<file path="config.mk">
export PLATFORM = sky130hd
export DESIGN_NAME = output_deskew_buffer_flat
export DESIGN_NICKNAME = d
export VERILOG_FILES = /design/src/rtl/output_deskew_buffer_if.sv /design/src/rtl/output_deskew_buffer.sv /design/src/flat_wrapper.sv
export SDC_FILE = /design/constraint.sdc
export NUM_CORES = 1
export LEC_CHECK = 0
export ABC_AREA = 1
export BUFFER_PORTS_ARGS = -buffer_cell sky130_fd_sc_hd__buf_2
export CAP_MARGIN = 30
export CORE_MARGIN = 2
export CORE_UTILIZATION = 60
export CTS_CLUSTER_DIAMETER = 30
export CTS_CLUSTER_SIZE = 16
export DETAILED_ROUTE_END_ITERATION = 12
export PLACE_DENSITY = 0.85
export SLEW_MARGIN = 5
export SYNTH_ARGS = -nofsm -noshare
export SYNTH_HDL_FRONTEND = slang
export SYNTH_SLANG_ARGS = --single-unit
</file>
<file path="constraint.sdc">
create_clock -name clk -period 3.33 [get_ports clk]
set_input_delay 0.4995 -clock clk [delete_from_list [all_inputs] [get_ports clk]]
set_output_delay 0.4995 -clock clk [all_outputs]
set_load 0.02 [all_outputs]
</file>
<file path="src/rtl/output_deskew_buffer_if.sv">
// Handshake/data bundle for output_deskew_buffer.
// The master side (leaky-ReLU stage and downstream consumer) drives the column
// strobes, column data, flush and ready; the slave side (the deskew buffer)
// drives the aligned row outputs.
// Optional feature macro: OB_OVERFLOW_EN adds the sticky ob_overflow_out flag.
interface output_deskew_buffer_if #(
    parameter int WIDTH = 16,
    parameter int DEPTH = 4
);
    logic                     ob_valid_1_in;
    logic                     ob_valid_2_in;
    logic [WIDTH-1:0]         ob_data_1_in;
    logic [WIDTH-1:0]         ob_data_2_in;
    logic                     ob_flush_in;
    logic                     ob_ready_in;
    logic                     ob_valid_out;
    logic [WIDTH-1:0]         ob_data_1_out;
    logic [WIDTH-1:0]         ob_data_2_out;
    logic [$clog2(DEPTH):0]   ob_count_out;
`ifdef OB_OVERFLOW_EN
    logic                     ob_overflow_out;
`endif

    modport master (
`ifdef OB_OVERFLOW_EN
        input  ob_overflow_out,
`endif
        output ob_valid_1_in,
        output ob_valid_2_in,
        output ob_data_1_in,
        output ob_data_2_in,
        output ob_flush_in,
        output ob_ready_in,
        input  ob_valid_out,
        input  ob_data_1_out,
        input  ob_data_2_out,
        input  ob_count_out
    );

    modport slave (
`ifdef OB_OVERFLOW_EN
        output ob_overflow_out,
`endif
        input  ob_valid_1_in,
        input  ob_valid_2_in,
        input  ob_data_1_in,
        input  ob_data_2_in,
        input  ob_flush_in,
        input  ob_ready_in,
        output ob_valid_out,
        output ob_data_1_out,
        output ob_data_2_out,
        output ob_count_out
    );
endinterface

</file>
<file path="src/rtl/output_deskew_buffer.sv">
// output_deskew_buffer
// Re-aligns the two staggered leaky-ReLU column outputs into complete
// two-element rows. Each column has its own small FIFO; a row is offered
// downstream (valid/ready, show-ahead) only when both columns hold data, and
// both FIFOs advance together on a pop. Data passes through bit-exact.
// Optional feature macro: OB_OVERFLOW_EN enables the sticky drop flag
// ob_overflow_out; without it, writes into a full column are silently dropped.
module output_deskew_buffer #(
    parameter int DEPTH = 4,
    parameter int WIDTH = 16
) (
    input  logic                    clk,
    input  logic                    rst,
    output_deskew_buffer_if.slave   bus
);
    localparam int AW = (DEPTH > 1) ? $clog2(DEPTH) : 1;
    localparam int CW = AW + 1;
    localparam logic [CW-1:0] FULL_OCC = CW'(DEPTH);

    logic [WIDTH-1:0] r_mem1 [DEPTH];
    logic [WIDTH-1:0] r_mem2 [DEPTH];
    logic [AW-1:0]    r_wr_ptr1;
    logic [AW-1:0]    r_rd_ptr1;
    logic [AW-1:0]    r_wr_ptr2;
    logic [AW-1:0]    r_rd_ptr2;
    logic [CW-1:0]    r_occ1;
    logic [CW-1:0]    r_occ2;

    logic             w_valid;
    logic             w_pop;
    logic             w_full1;
    logic             w_full2;
    logic             w_push1;
    logic             w_push2;

    // Row availability, pop and per-column push decisions from registered occupancy.
    always_comb begin
        w_valid = 1'b0;
        w_pop   = 1'b0;
        w_full1 = 1'b0;
        w_full2 = 1'b0;
        w_push1 = 1'b0;
        w_push2 = 1'b0;
        w_valid = (r_occ1 != '0) && (r_occ2 != '0);
        w_pop   = w_valid && bus.ob_ready_in;
        w_full1 = (r_occ1 == FULL_OCC);
        w_full2 = (r_occ2 == FULL_OCC);
        w_push1 = bus.ob_valid_1_in && (!w_full1 || w_pop);
        w_push2 = bus.ob_valid_2_in && (!w_full2 || w_pop);
    end

    // Column pointers and occupancies; flush wins over any push or pop.
    always_ff @(posedge clk or negedge rst) begin
        if (!rst) begin
            r_wr_ptr1 <= '0;
            r_rd_ptr1 <= '0;
            r_wr_ptr2 <= '0;
            r_rd_ptr2 <= '0;
            r_occ1    <= '0;
            r_occ2    <= '0;
        end else if (bus.ob_flush_in) begin
            r_wr_ptr1 <= '0;
            r_rd_ptr1 <= '0;
            r_wr_ptr2 <= '0;
            r_rd_ptr2 <= '0;
            r_occ1    <= '0;
            r_occ2    <= '0;
        end else begin
            if (w_push1) begin
                r_wr_ptr1 <= r_wr_ptr1 + 1'b1;
            end
            if (w_push2) begin
                r_wr_ptr2 <= r_wr_ptr2 + 1'b1;
            end
            if (w_pop) begin
                r_rd_ptr1 <= r_rd_ptr1 + 1'b1;
                r_rd_ptr2 <= r_rd_ptr2 + 1'b1;
            end
            case ({w_push1, w_pop})
                2'b10:   r_occ1 <= r_occ1 + 1'b1;
                2'b01:   r_occ1 <= r_occ1 - 1'b1;
                default: r_occ1 <= r_occ1;
            endcase
            case ({w_push2, w_pop})
                2'b10:   r_occ2 <= r_occ2 + 1'b1;
                2'b01:   r_occ2 <= r_occ2 - 1'b1;
                default: r_occ2 <= r_occ2;
            endcase
        end
    end

    // Column storage; contents are don't-care until pointed at, so no reset.
    always_ff @(posedge clk) begin
        if (w_push1 && !bus.ob_flush_in) begin
            r_mem1[r_wr_ptr1] <= bus.ob_data_1_in;
        end
        if (w_push2 && !bus.ob_flush_in) begin
            r_mem2[r_wr_ptr2] <= bus.ob_data_2_in;
        end
    end

    assign bus.ob_valid_out  = w_valid;
    assign bus.ob_data_1_out = w_valid ? r_mem1[r_rd_ptr1] : '0;
    assign bus.ob_data_2_out = w_valid ? r_mem2[r_rd_ptr2] : '0;
    assign bus.ob_count_out  = (r_occ1 < r_occ2) ? r_occ1 : r_occ2;

`ifdef OB_OVERFLOW_EN
    logic w_drop;
    logic r_overflow;

    assign w_drop = (bus.ob_valid_1_in && w_full1 && !w_pop) ||
                    (bus.ob_valid_2_in && w_full2 && !w_pop);

    // Sticky drop flag, cleared only by reset or flush.
    always_ff @(posedge clk or negedge rst) begin
        if (!rst) begin
            r_overflow <= 1'b0;
        end else if (bus.ob_flush_in) begin
            r_overflow <= 1'b0;
        end else if (w_drop) begin
            r_overflow <= 1'b1;
        end
    end

    assign bus.ob_overflow_out = r_overflow;
`endif
endmodule

</file>
<file path="src/flat_wrapper.sv">
// flat-port wrapper written by rule: the top's interface ports become plain ports
module output_deskew_buffer_flat 
#(
    parameter int DEPTH = 4,
    parameter int WIDTH = 16
)
  (clk, rst, bus_ob_valid_1_in, bus_ob_valid_2_in, bus_ob_data_1_in, bus_ob_data_2_in, bus_ob_flush_in, bus_ob_ready_in, bus_ob_valid_out, bus_ob_data_1_out, bus_ob_data_2_out, bus_ob_count_out);
  output_deskew_buffer_if #(.WIDTH(WIDTH), .DEPTH(DEPTH)) bus_i ();
  input  logic clk;
  input  logic rst;
  input wire logic [$bits(bus_i.ob_valid_1_in)-1:0] bus_ob_valid_1_in;
  input wire logic [$bits(bus_i.ob_valid_2_in)-1:0] bus_ob_valid_2_in;
  input wire logic [$bits(bus_i.ob_data_1_in)-1:0] bus_ob_data_1_in;
  input wire logic [$bits(bus_i.ob_data_2_in)-1:0] bus_ob_data_2_in;
  input wire logic [$bits(bus_i.ob_flush_in)-1:0] bus_ob_flush_in;
  input wire logic [$bits(bus_i.ob_ready_in)-1:0] bus_ob_ready_in;
  output wire logic [$bits(bus_i.ob_valid_out)-1:0] bus_ob_valid_out;
  output wire logic [$bits(bus_i.ob_data_1_out)-1:0] bus_ob_data_1_out;
  output wire logic [$bits(bus_i.ob_data_2_out)-1:0] bus_ob_data_2_out;
  output wire logic [$bits(bus_i.ob_count_out)-1:0] bus_ob_count_out;
  assign bus_i.ob_valid_1_in = bus_ob_valid_1_in;
  assign bus_i.ob_valid_2_in = bus_ob_valid_2_in;
  assign bus_i.ob_data_1_in = bus_ob_data_1_in;
  assign bus_i.ob_data_2_in = bus_ob_data_2_in;
  assign bus_i.ob_flush_in = bus_ob_flush_in;
  assign bus_i.ob_ready_in = bus_ob_ready_in;
  assign bus_ob_valid_out = bus_i.ob_valid_out;
  assign bus_ob_data_1_out = bus_i.ob_data_1_out;
  assign bus_ob_data_2_out = bus_i.ob_data_2_out;
  assign bus_ob_count_out = bus_i.ob_count_out;
  output_deskew_buffer #(.DEPTH(DEPTH), .WIDTH(WIDTH)) u_core (.clk(clk), .rst(rst), .bus(bus_i));
endmodule
</file>
=== Word level (Yosys, flattened, before mapping) ===
Memories as Yosys holds them, arrays and structs flattened.
Index checks and enable logic that the tools add are counted.

* Add/sub/neg operators: 8
* Order comparisons: 1
* Equality and inequality tests: 6
* Mux-type cells: 19
* Reductions and logical operators: 18

{| class="wikitable"
|+ Operators by type and width
! operator !! count
|-
| 16-bit 2-to-1 mux || 2
|-
| 2-bit 2-to-1 mux || 8
|-
| 3-bit case mux with 2 select lines || 2
|-
| 3-bit nonzero test || 4
|-
| 3-bit 2-to-1 mux || 3
|-
| 2-bit by 1-bit adder with 2-bit output, second input constant || 4
|-
| 3-bit by 1-bit adder with 3-bit output, second input constant || 2
|-
| 3-bit == test, second input constant || 2
|-
| 1-bit logical AND || 6
|-
| 2-bit nonzero test || 3
|-
| 3-bit by 1-bit subtractor with 3-bit output, second input constant || 2
|-
| 2-bit by 1-bit == test with 1-bit output, second input constant || 2
|-
| 2-bit == test, second input constant || 2
|-
| 1-bit 2-to-1 mux || 4
|-
| 1-bit zero test || 3
|-
| 3-bit less-than comparator || 1
|-
| 1-bit logical OR || 2
|}

* Register bits after elaboration: 14
* Bits in writable memories: 128
* Input port bits: 38
* Output and inout port bits: 36
* Word-level logic and storage cells: 60
* Memories: 2

{| class="wikitable"
|+ Memories
! memory !! depth !! bits a word !! rd ports !! clocked after memory_dff !! write ports !! RTL line !! source
|-
| u_core.r_mem1 || 4 || 16 || 1 || 0 || 1 || output_deskew_buffer.sv:20 || <nowiki>logic [WIDTH-1:0] r_mem1 [DEPTH];</nowiki>
|-
| u_core.r_mem2 || 4 || 16 || 1 || 0 || 1 || output_deskew_buffer.sv:21 || <nowiki>logic [WIDTH-1:0] r_mem2 [DEPTH];</nowiki>
|}

=== Longest topological paths before layout ===
Gate-level depths: netlist of the first run.

* Depth after elaboration: 8
* Depth in mapped cells: 12
* Gate-level depth less buffers: 12

=== Worst setup path before layout of the first run ===
Ideal clock, no wire load.

* Kind: register to output
* From: register u_core.r_occ2[2]
* To: output port bus_ob_count_out[0]
* Data arrival time: 1.578 ns
* Required time: 2.830 ns
* Slack: 1.253 ns
* Cell stages (with the launch flop): 6
* Path buffers: 0
* Path through: dfrtp_1 -> inv_2 -> ha_1 -> a21oi_1 -> nand2_1 -> o21ai_0

* Word-level cells in the longest chain between the ends: 2

{| class="wikitable"
|+ RTL lines
! element !! RTL line !! source
|-
| start, declared || output_deskew_buffer.sv:27 || <nowiki>logic [CW-1:0] r_occ2;</nowiki>
|-
| start signal, assigned || output_deskew_buffer.sv:85 || <nowiki>2'b10: r_occ2 <= r_occ2 + 1'b1;</nowiki>
|-
| start signal, assigned || output_deskew_buffer.sv:86 || <nowiki>2'b01: r_occ2 <= r_occ2 - 1'b1;</nowiki>
|-
| start signal, assigned || output_deskew_buffer.sv:87 || <nowiki>default: r_occ2 <= r_occ2;</nowiki>
|-
| 3-bit less-than comparator || output_deskew_buffer.sv:105 || <nowiki>assign bus.ob_count_out = (r_occ1 < r_occ2) ? r_occ1 : r_occ2;</nowiki>
|-
| 3-bit 2-to-1 mux || output_deskew_buffer.sv:105 ||
|-
| end, declared || flat_wrapper.sv:20 || <nowiki>output wire logic [$bits(bus_i.ob_count_out)-1:0] bus_ob_count_out;</nowiki>
|}

No other way between the ends.

=== Final worst setup path of the first run ===
* From: register u_core.r_rd_ptr1[1]
* To: output port bus_ob_data_1_out[7]

* Word-level cells in the longest chain between the ends: 2

{| class="wikitable"
|+ RTL lines
! element !! RTL line !! source
|-
| start, declared || output_deskew_buffer.sv:23 || <nowiki>logic [AW-1:0] r_rd_ptr1;</nowiki>
|-
| start signal, assigned || output_deskew_buffer.sv:76 || <nowiki>r_rd_ptr1 <= r_rd_ptr1 + 1'b1;</nowiki>
|-
| memory 4 x 16 bit || - ||
|-
| 16-bit 2-to-1 mux || output_deskew_buffer.sv:103 || <nowiki>assign bus.ob_data_1_out = w_valid ? r_mem1[r_rd_ptr1] : '0;</nowiki>
|-
| end, declared || flat_wrapper.sv:18 || <nowiki>output wire logic [$bits(bus_i.ob_data_1_out)-1:0] bus_ob_data_1_out;</nowiki>
|}

No other way between the ends.

==> results of run 1 <==
==> routing by layer <==
| metal | global-route usage | up-vias | part of all wire |
|---|---|---|---|
| li1 | - | 1952 | - |
| met1 | 0.278 | 1950 | 0.40 |
| met2 | 0.389 | 165 | 0.51 |
| met3 | 0.0514 | 18 | 0.069 |
| met4 | 0.0888 | 0 | 0.015 |
| met5 | 0 | - | 0 |
==> flip-flops by register name, indices dropped and copies added (netlist names) <==
signal	count
u_core.r_mem1	64
u_core.r_mem2	64
u_core.r_occ1	3
u_core.r_occ2	3
u_core.r_rd_ptr1	2
u_core.r_rd_ptr2	2
u_core.r_wr_ptr1	2
u_core.r_wr_ptr2	2
==> layout make-up <==
type	instances	area share
clock buffer	20	0.0594
sequential	142	0.585
tap	133	0.0232
multi-input combinational	319	0.223
inverter	32	0.0168
clock inverter	11	0.0267
timing repair buffer	87	0.0660
==> cell families after synthesis <==
| kind of cell | count (synthesis) | synth area share |
|---|---|---|
| DFF | 142 | 0.697 |
| adders and majority gates | 12 | 0.0274 |
| buffers and inverters | 56 | 0.0384 |
| AOI/OAI and AO/OA | 113 | 0.0956 |
| xor gates and xnor gates | 2 | 0.00291 |
| and+or+nand+nor | 192 | 0.139 |
==> layout by cell type, fill, tap and decap left out, types with 2 or more instances in the layout <==
| cell | synthesis | final |
|---|---|---|
| nor2_2 | 3 | 3 |
| a21oi_2 | 2 | 2 |
| dfrtp_1 | 14 | 14 |
| nand3_1 | 4 | 4 |
| a21oi_1 | 38 | 38 |
| clkinv_1 | 2 | 3 |
| ha_1 | 10 | 10 |
| clkbuf_1 | 11 | 3 |
| buf_4 | 2 | 13 |
| clkinv_4 | 0 | 2 |
| clkbuf_16 | 0 | 16 |
| inv_2 | 3 | 3 |
| buf_2 | 11 | 73 |
| nand2_1 | 30 | 30 |
| o21ai_1 | 5 | 5 |
| nand4_1 | 8 | 8 |
| o21ai_0 | 67 | 67 |
| clkinvlp_4 | 0 | 2 |
| edfxtp_1 | 128 | 128 |
| nand3_2 | 4 | 4 |
| fa_1 | 2 | 2 |
| nor2_1 | 137 | 137 |
| nand3_4 | 3 | 3 |
| bufinv_16 | 0 | 5 |
| xor2_1 | 2 | 2 |
| inv_1 | 27 | 27 |
==> synthesized netlist by cell type, types with 2 or more instances <==
| library cell | instances |
|---|---|
| nand3_2 | 4 |
| edfxtp_1 | 128 |
| fa_1 | 2 |
| a21oi_2 | 2 |
| a21oi_1 | 38 |
| o21ai_0 | 67 |
| xor2_1 | 2 |
| buf_2 | 11 |
| clkinv_1 | 2 |
| clkbuf_1 | 11 |
| dfrtp_1 | 14 |
| inv_2 | 3 |
| inv_1 | 27 |
| nor2_2 | 3 |
| nor2_1 | 137 |
| nand3_4 | 3 |
| nand2_1 | 30 |
| nand4_1 | 8 |
| buf_4 | 2 |
| ha_1 | 10 |
| nand3_1 | 4 |
| o21ai_1 | 5 |
==> what timing repair did <==
| action | in CTS | in global routing |
|---|---|---|
| endpoints found under the setup margin | 0 | 0 |
| hold buffers | 1 | 0 |
| endpoints found under the hold margin | 14 | 0 |
==> where the power goes <==
part / total, mW / internal (mW) / switching (mW)
sequential: 2.05 / 2.01 / 0.0375
combinational: 0.571 / 0.173 / 0.398
clock: 1.95 / 1.28 / 0.664
==> path summary, 6_finish.rpt <==
check / end / depth (start not counted) / slack, ns / startpoint
setup / recovery: bus_ob_data_1_out[7] / 6 / 0.51 / u_core.r_rd_ptr1[1]$_DFFE_PN0P_
hold / removal: u_core.r_mem1[1][6]$_DFFE_PP_ / 1 / 0.20 / bus_ob_data_1_in[6]
setup reg to reg: u_core.r_occ1[2]$_DFFE_PN0P_ / 12 / 1.28 / u_core.r_occ1[0]$_DFFE_PN0P_
hold reg to reg: u_core.r_wr_ptr2[0]$_DFFE_PN0P_ / 1 / 0.56 / u_core.r_wr_ptr2[0]$_DFFE_PN0P_
max in group asynchronous: u_core.r_rd_ptr2[1]$_DFFE_PN0P_ / 2 / 2.65 / rst
min in group asynchronous: u_core.r_rd_ptr1[1]$_DFFE_PN0P_ / 2 / 0.42 / rst
==> summary.txt, run 1 <==
Outcome
  – Status: completed

Finish
  – Non-Filler Instances: 744
  – FF/Latch Area: 0.00419 sq mm
  – Area occupied by multi-input gates: between 0.0015 and 0.002 sq mm
  – Share of layout cells above drive strength 1: 0.214
  – Diode count: 0
  – Fin area: between 0.007 and 0.008 sq mm
  – Layout Utilization: 0.733
  – Final nets: ~650
  – Fillers: 630
  – P&R area growth vs syn: 19.0%

Critical path
  – CP Cell Sequence: buf_4 -> clkinv_1 -> nor2_1 -> o21ai_0 -> a21oi_1 -> buf_2
  – Critical path launch point type: register
  – CP max-delay cell: clkinv_1
  – Critical path arrival: between 2 and 2.5 ns
  – WS Path Type: reg2out
  – CP bufs+invs: 3
  – Critical path's largest stage delay: 0.49 ns
  – Crit end category: output port
  – Worst path required time: between 2 and 3 ns
  – Top Family by Delay on Critical Path: buffers and inverters
  – Worst Path Max Fanout: 18

Global routing
  – Total GRT Usage: 0.226
  – Largest net degree at the start of global routing: 34
  – Initial antenna violation count: 0
  – Vias in the first global route: roughly 4000
  – Global-route wire length before repair: about 19000 um
  – GR Overflow Total: 0

Clock network
  – Clock root buffer: clkbuf_8
  – H-tree Lvls: 4
  – Clock transition at the registers of the reported paths: roughly 0.06 ns
  – Worst skew pair latency: 0.52 ns
  – TritonCTS clock tree: yes
  – Post-CTS resize count: 0
  – Postcts setup bufs: 0
  – Clock Tree Buf Depth: 2
  – Total clock sinks: approximately 140
  – CTS Buf Count: 17

Routing
  – Final routed DRC violation total: 0
  – Routed Antenna Nets: 0
  – Via count: between 4000 and 5000
  – Final WL: approximately 12000 um
  – DR WL/cell: between 15 and 20 um
  – Vias per cell: about 5.5
  – DRT Pass-1 Iters: 4
  – DR iter-0 viols: 278

Logic synthesis
  – Synthesized Nets: 567
  – Yosys top cell by area: edfxtp_1
  – Synth top area cells: edfxtp_1 64%, nor2_1 8.5%, dfrtp_1 5.8%
  – Syn avg cell area: ~12 sq um
  – Netlist cell types: 26
  – Main synth FF type: edfxtp_1
  – FFs w/ async S/R, synth: 0.0986
  – Synthesis-stage register bit count: roughly 140
  – Post-Syn Instances: 517
  – Yosys top cell area share: 0.638
  – Post-synthesis sequential area ratio: 0.697
  – Synth Cell Area: around 0.006 sq mm
  – Post-synth EDFFs: between 100 and 150
  – YS warnings: 0

Place
  – Cell Area, Placed: between 0.006 and 0.007 sq mm
  – Placed insts: 712
  – IO buf count: 73
  – Pre-CTS setup slack: around 1 ns
  – Dpl hpwl: just over 7000 um
  – GP Congestion: slightly below 0.8

Floorplan
  – Core Box Area: ~0.0098 sq mm
  – Die ar.: approximately 0.011 sq mm
  – Die H: about 100 um
  – I/O pins: 74
  – Initial Utilization: 0.616
  – Core Rows: 36
  – Die Width: around 100 um

STA
  – Rel. slew slack: 0.427
  – Slew @ Worst Pin: between 0.8 and 0.9 ns
  – Peak Freq: approximately 350 MHz
  – Tmin final: approximately 2.8 ns
  – Worst hold slack: 0.197 ns
  – Fin. max-slew vios: 0
  – Final hold vios: 0
  – Clock skew: approximately 0.0076 ns
  – Final Cycle Share: 0.847
  – Total negative setup slack: 0 ns
  – Count of final setup violators: 0
  – Setup slack after layout: 0.508 ns
  – RSZ-0062 raised after global routing: false

Worst hold path
  – Worst min path class: in2reg

Power and ir drop
  – Pwr Total: around 4.6 mW
  – Peak supply drop: 0.385 mV
  – Lkg Pwr: approximately 2.8 nW
  – PwrDens: about 640 mW/mm^2

Job
  – Max_cap viols: 0
Power figures use the tool's default switching activity.
==> run 2, diff against run 1 <==
Settings changed: CORE_UTILIZATION 60 to 52, PLACE_DENSITY 0.85 to 0.78.
Clock period 3.33 ns to 2.3 ns, I/O delays scaled along.
==> run 2 against run 1 <==
Net effect:
- utilization shrank 9.0 points
- critical path depth did not move
- combinational power grew 54%
- sequential power grew 45%
- largest cell class unchanged
==> summary.txt, run 2 (synthesis gave the netlist of run 1 again) <==
Outcome
  – Status: completed

Routing
  – Routed Antenna Nets: 0
  – DR WL/cell: ~17 um
  – DRT Pass-1 Iters: 6
  – Final routed DRC violation total: 0
  – Final WL: 12700 um
  – Via count: between 4000 and 5000
  – DR iter-0 viols: ~270
  – Vias per cell: around 5.4

Place
  – IO buf count: 73
  – GP Congestion: roughly 0.8
  – Dpl hpwl: ~7900 um
  – Pre-CTS setup slack: just under 0.3 ns
  – Cell Area, Placed: ~0.0066 sq mm
  – Placed insts: about 730

Global routing
  – Vias in the first global route: slightly above 4000
  – Initial antenna violation count: 2
  – Largest net degree at the start of global routing: 34
  – Global-route wire length before repair: 20600 um
  – Total GRT Usage: 0.214
  – GR Overflow Total: 0

Floorplan
  – Die Width: 112 um
  – Core Rows: 39
  – Die ar.: approximately 0.012 sq mm
  – Core Box Area: roughly 0.011 sq mm
  – Initial Utilization: 0.530
  – Die H: approximately 110 um
  – I/O pins: between 70 and 80

Critical path
  – R2R cell count: 12
  – Worst path required time: 1.96 ns
  – FF-to-FF End: u_core.r_occ1[2]$_DFFE_PN0P_
  – R2r startpoint: u_core.r_occ1[0]$_DFFE_PN0P_
  – Worst Path Max Fanout: 33
  – Critical path launch point type: register
  – Crit end category: output port
  – Reg2Reg Setup Slack: ~0.26 ns
  – Critical path arrival: 1.88 ns
  – WS Path Type: reg2out

Finish
  – Final nets: 660
  – Fillers: between 800 and 900
  – Non-Filler Instances: between 700 and 800
  – Fin area: about 0.0073 sq mm
  – P&R area growth vs syn: 21.4%
  – Largest regs: u_core.r_mem1 x64, u_core.r_mem2 x64
  – Most common cell after layout, fill and taps aside: nor2_1
  – Area occupied by multi-input gates: about 0.0016 sq mm
  – Share of layout cells above drive strength 1: 0.249
  – Highest-count cells in the layout ignoring fill and taps: 137 x nor2_1, 128 x edfxtp_1, 73 x buf_2
  – Layout Utilization: 0.643
  – FF/Latch Area: 0.00420 sq mm

Power and ir drop
  – Lkg Pwr: between 2 and 3 nW
  – Peak supply drop: ~0.57 mV
  – PwrDens: 908 mW/mm^2

Worst hold path
  – Hold depth: 1
  – Worst min path class: in2reg
  – WHS Endpoint: u_core.r_mem1[0][4]$_DFFE_PP_
  – Worst hold start: bus_ob_data_1_in[4]

Clock network
  – CTS Buf Count: 17
  – TritonCTS clock tree: yes
  – Worst skew pair latency: ~0.42 ns
  – Clock root buffer: clkbuf_16
  – Total clock sinks: 142
  – Clock transition at the registers of the reported paths: 0.07 ns
  – Clock Tree Buf Depth: 2
  – H-tree Lvls: 4

STA
  – Tmin final: between 2 and 2.5 ns
  – Final Cycle Share: 0.968
  – Final hold vios: 0
  – Peak Freq: approximately 450 MHz
  – RSZ-0062 raised after global routing: true
  – Fin. max-slew vios: 0
  – Slew @ Worst Pin: roughly 0.39 ns
  – Count of final setup violators: 0
  – Setup slack after layout: between 0.07 and 0.08 ns
  – Rel. slew slack: 0.740
  – Clock skew: 0.00784 ns
  – Total negative setup slack: 0 ns

Job
  – Max_cap viols: 0
run 2: changes by cell type in the layout (fill, tap and decap cells not counted), sizes merged:
cell / delta
inv: +8
clkinv: -1
diode: +1
clkbuf: -3
bufinv: -3
buf: +11
run 2: where the power goes:
group	internal (mW)	switching (mW)	total, mW
clock network	1.65	1.14	2.79
registers	2.91	0.0589	2.97
logic	0.287	0.592	0.879
run 2: timing repair:
item,4_1_cts,5_1_grt
buffers inserted,0,2
hold buffers,1,0
endpoints found under the setup margin,6,6
hold endpoints to repair,14,0
resized for setup,2,9
run 2: worst max-delay path by stage:
| stage | startpoint | endpoint | slack, ns | depth (start not counted) |
|---|---|---|---|---|
| 2_1_floorplan | u_core.r_occ1[2]$_DFFE_PN0P_ | u_core.r_mem1[0][0]$_DFFE_PP_ | 0.23 | 6 |
| 3_3_place_gp | u_core.r_occ1[0]$_DFFE_PN0P_ | u_core.r_occ1[2]$_DFFE_PN0P_ | 0.37 | 12 |
| 3_5_place_dp | u_core.r_occ1[0]$_DFFE_PN0P_ | u_core.r_occ1[2]$_DFFE_PN0P_ | 0.29 | 12 |
| 4_1_cts | u_core.r_occ2[2]$_DFFE_PN0P_ | bus_ob_count_out[1] | 0.002 | 6 |
| 5_1_grt | u_core.r_occ2[2]$_DFFE_PN0P_ | bus_ob_count_out[0] | -0.01 | 6 |
| 6_report | u_core.r_occ1[0]$_DFFE_PN0P_ | bus_ob_data_1_out[7] | 0.07 | 6 |
run 2: through the flow:
| stage | hold WS [ns] | power (mW) |
|---|---|---|
| after global placement | 0.261 | 3.84 |
| after CTS | 0.131 | 6.66 |
| after floorplan | 0.0494 | 3.57 |
| final | 0.139 | 6.64 |
| after detailed placement | 0.262 | 3.88 |
| after global routing | 0.130 | 6.89 |
run 2: layout make-up:
cell class / count / share of cell area
Antenna cell: 1 / 0.000342
Tap cell: 143 / 0.0245
Clock inverter: 15 / 0.0257
Sequential cell: 142 / 0.574
Inverter: 32 / 0.0173
Timing Repair Buffer: 98 / 0.0810
Clock buffer: 17 / 0.0582
Multi-Input combinational cell: 319 / 0.219
run 2: worst max-delay path, cell delays in order, from the launching register on:
cell and delay, ns:
dfrtp_1 0.47, nor2_2 0.10, nand2_2 0.11, nand2_1 0.11, buf_12 0.19, a21oi_1 0.25, buf_2 0.22
run 2: per-layer routing:
layer  vias to the layer above  track usage  wire [um]
li1                       1990            -          -
met1                      1950        0.256       4810
met2                       168        0.379       6770
met3                        16       0.0539        918
met4                         0       0.0782        173
met5                         -            0          0
==> run 3, diff against run 2 <==
Settings changed: SETUP_SLACK_MARGIN set to 0.15.
==> run 3 against run 2 <==
Net effect:
- count of clock-buffer cells in the layout did not move
- hold slack got worse by 0.0061 ns
- critical path depth is the same
- sequential share of layout area shrank 1.8 points
- critical path type unchanged
- wire length up 13%
- worst setup slack gained 0.055 ns
- largest power group unchanged
==> summary.txt, run 3 (synthesis gave the netlist of run 1 again) <==
Place
  – Placed insts: 731
  – Cell Area, Placed: about 0.0066 sq mm
  – Pre-CTS setup slack: 0.292 ns
  – IO buf count: between 70 and 80
  – GP Congestion: ~0.8
  – Dpl hpwl: slightly below 8000 um

Global routing
  – Total GRT Usage: 0.223
  – Met2 Use GR: 0.393
  – Global-route wire length before repair: 21300 um
  – Initial antenna violation count: 1
  – Grt met1 use: 0.266
  – GRT met3 Usage: 0.0555
  – GR peak layer: met2
  – Vias in the first global route: around 4200
  – GR Overflow Total: 0
  – Largest net degree at the start of global routing: 34

Clock network
  – H-tree Lvls: 4
  – TritonCTS clock tree: yes
  – Worst skew pair latency: around 0.43 ns
  – CTS Buf Count: 17
  – Clock transition at the registers of the reported paths: about 0.070 ns
  – Clock Tree Buf Depth: 2
  – Clock root buffer: clkbuf_16
  – Total clock sinks: roughly 140

Outcome
  – Status: completed

STA
  – Final hold vios: 0
  – Count of final setup violators: 0
  – Final Cycle Share: 0.944
  – Rel. slew slack: 0.719
  – Fin. max-slew vios: 0
  – Slew @ Worst Pin: between 0.4 and 0.5 ns
  – Setup slack after layout: around 0.13 ns
  – RSZ-0062 raised after global routing: true
  – Peak Freq: approximately 460 MHz
  – Total negative setup slack: 0 ns
  – Clock skew: around 0.0084 ns
  – Tmin final: 2.17 ns

Routing
  – DR iter-0 viols: between 300 and 400
  – Routed Antenna Nets: 0
  – DRT Pass-1 Iters: 5
  – Via count: about 4400
  – DR WL/cell: ~18 um
  – Vias per cell: between 5 and 6
  – Final WL: roughly 14000 um
  – Final routed DRC violation total: 0

Floorplan
  – Core Box Area: about 0.011 sq mm
  – I/O pins: between 70 and 80
  – Die Width: 112 um
  – Die H: 112 um
  – Core Rows: 39
  – Initial Utilization: 0.530
  – Die ar.: about 0.012 sq mm

Critical path
  – Critical path arrival: 1.83 ns
  – WS Path Type: reg2out
  – Worst path required time: 1.96 ns
  – Crit end category: output port
  – Worst Path Max Fanout: 4
  – Critical path launch point type: register

Finish
  – Non-Filler Instances: approximately 800
  – Final nets: ~680
  – Highest-count cells in the layout ignoring fill and taps: 137 x nor2_1, 128 x edfxtp_1, 71 x buf_2
  – Fin area: ~0.0076 sq mm
  – P&R area growth vs syn: 25.4%
  – Largest regs: u_core.r_mem1 x64, u_core.r_mem2 x64
  – Diode count: 0
  – Share of layout cells above drive strength 1: 0.281
  – Most common cell after layout, fill and taps aside: nor2_1

Power and ir drop
  – Lkg Pwr: 3.01 nW
  – Peak supply drop: approximately 0.58 mV
  – PwrDens: around 910 mW/mm^2
  – Pwr Total: roughly 6.9 mW

Job
  – Max_cap viols: 0

Worst hold path
  – Worst min path class: in2reg
## run 3: layout make-up
class | count | area [sq um]
repair buffers | 113 | 787
flip-flops and latches | 142 | 4200
inverters | 32 | 134
well taps | 143 | 179
clock inverters | 15 | 188
multi-input cells | 319 | 1640
clock buffers | 17 | 425
fillers | 791 | 3820
## run 3: worst paths after layout
check	from	end	slack [ns]	depth (start not counted)
setup / recovery	u_core.r_occ2[1]$_DFFE_PN0P_	bus_ob_count_out[0]	0.13	6
hold / removal	bus_ob_data_1_in[4]	u_core.r_mem1[0][4]$_DFFE_PP_	0.13	1
setup reg to reg	u_core.r_occ2[0]$_DFFE_PN0P_	u_core.r_occ1[2]$_DFFE_PN0P_	0.32	12
hold reg to reg	u_core.r_wr_ptr1[0]$_DFFE_PN0P_	u_core.r_wr_ptr1[0]$_DFFE_PN0P_	0.55	1
max in group asynchronous	rst	u_core.r_rd_ptr1[0]$_DFFE_PN0P_	1.67	2
min in group asynchronous	rst	u_core.r_occ1[1]$_DFFE_PN0P_	0.36	2
## run 3: layer usage
metal | part of all wire | vias to the layer above
met2 | 0.53 | 172
met5 | 0 | -
met1 | 0.39 | 2146
met3 | 0.056 | 29
li1 | - | 2013
met4 | 0.022 | 0
## run 3: through the flow
stage	util	hold slack (ns)
after detailed placement	0.584	0.262
after floorplan	-	0.0494
after global routing	0.664	0.123
after CTS	0.650	0.131
after global placement	0.584	0.261
final	0.664	0.133
## run 3: critical path, stage by stage (launching register included)
cell,delay [ns]
dfrtp_2,0.42
inv_1,0.08
ha_1,0.29
o211ai_1,0.11
nand2_2,0.10
o21ai_1,0.18
buf_2,0.22
## run 3: where the power goes
part | total [mW] | switching, mW | internal [mW]
combinational | 1.08 | 0.675 | 0.402
sequential | 2.97 | 0.0568 | 2.91
clock | 2.81 | 1.16 | 1.65
## run 3: what timing repair did
item                       in CTS  in global routing
hold buffers                    1                  0
hold endpoints to repair       14                  0
setup endpoints to repair      35                 26
gates cloned                    1                  2
setup buffers                   5                  9
resized for setup              18                 17
pin swaps                       0                  5
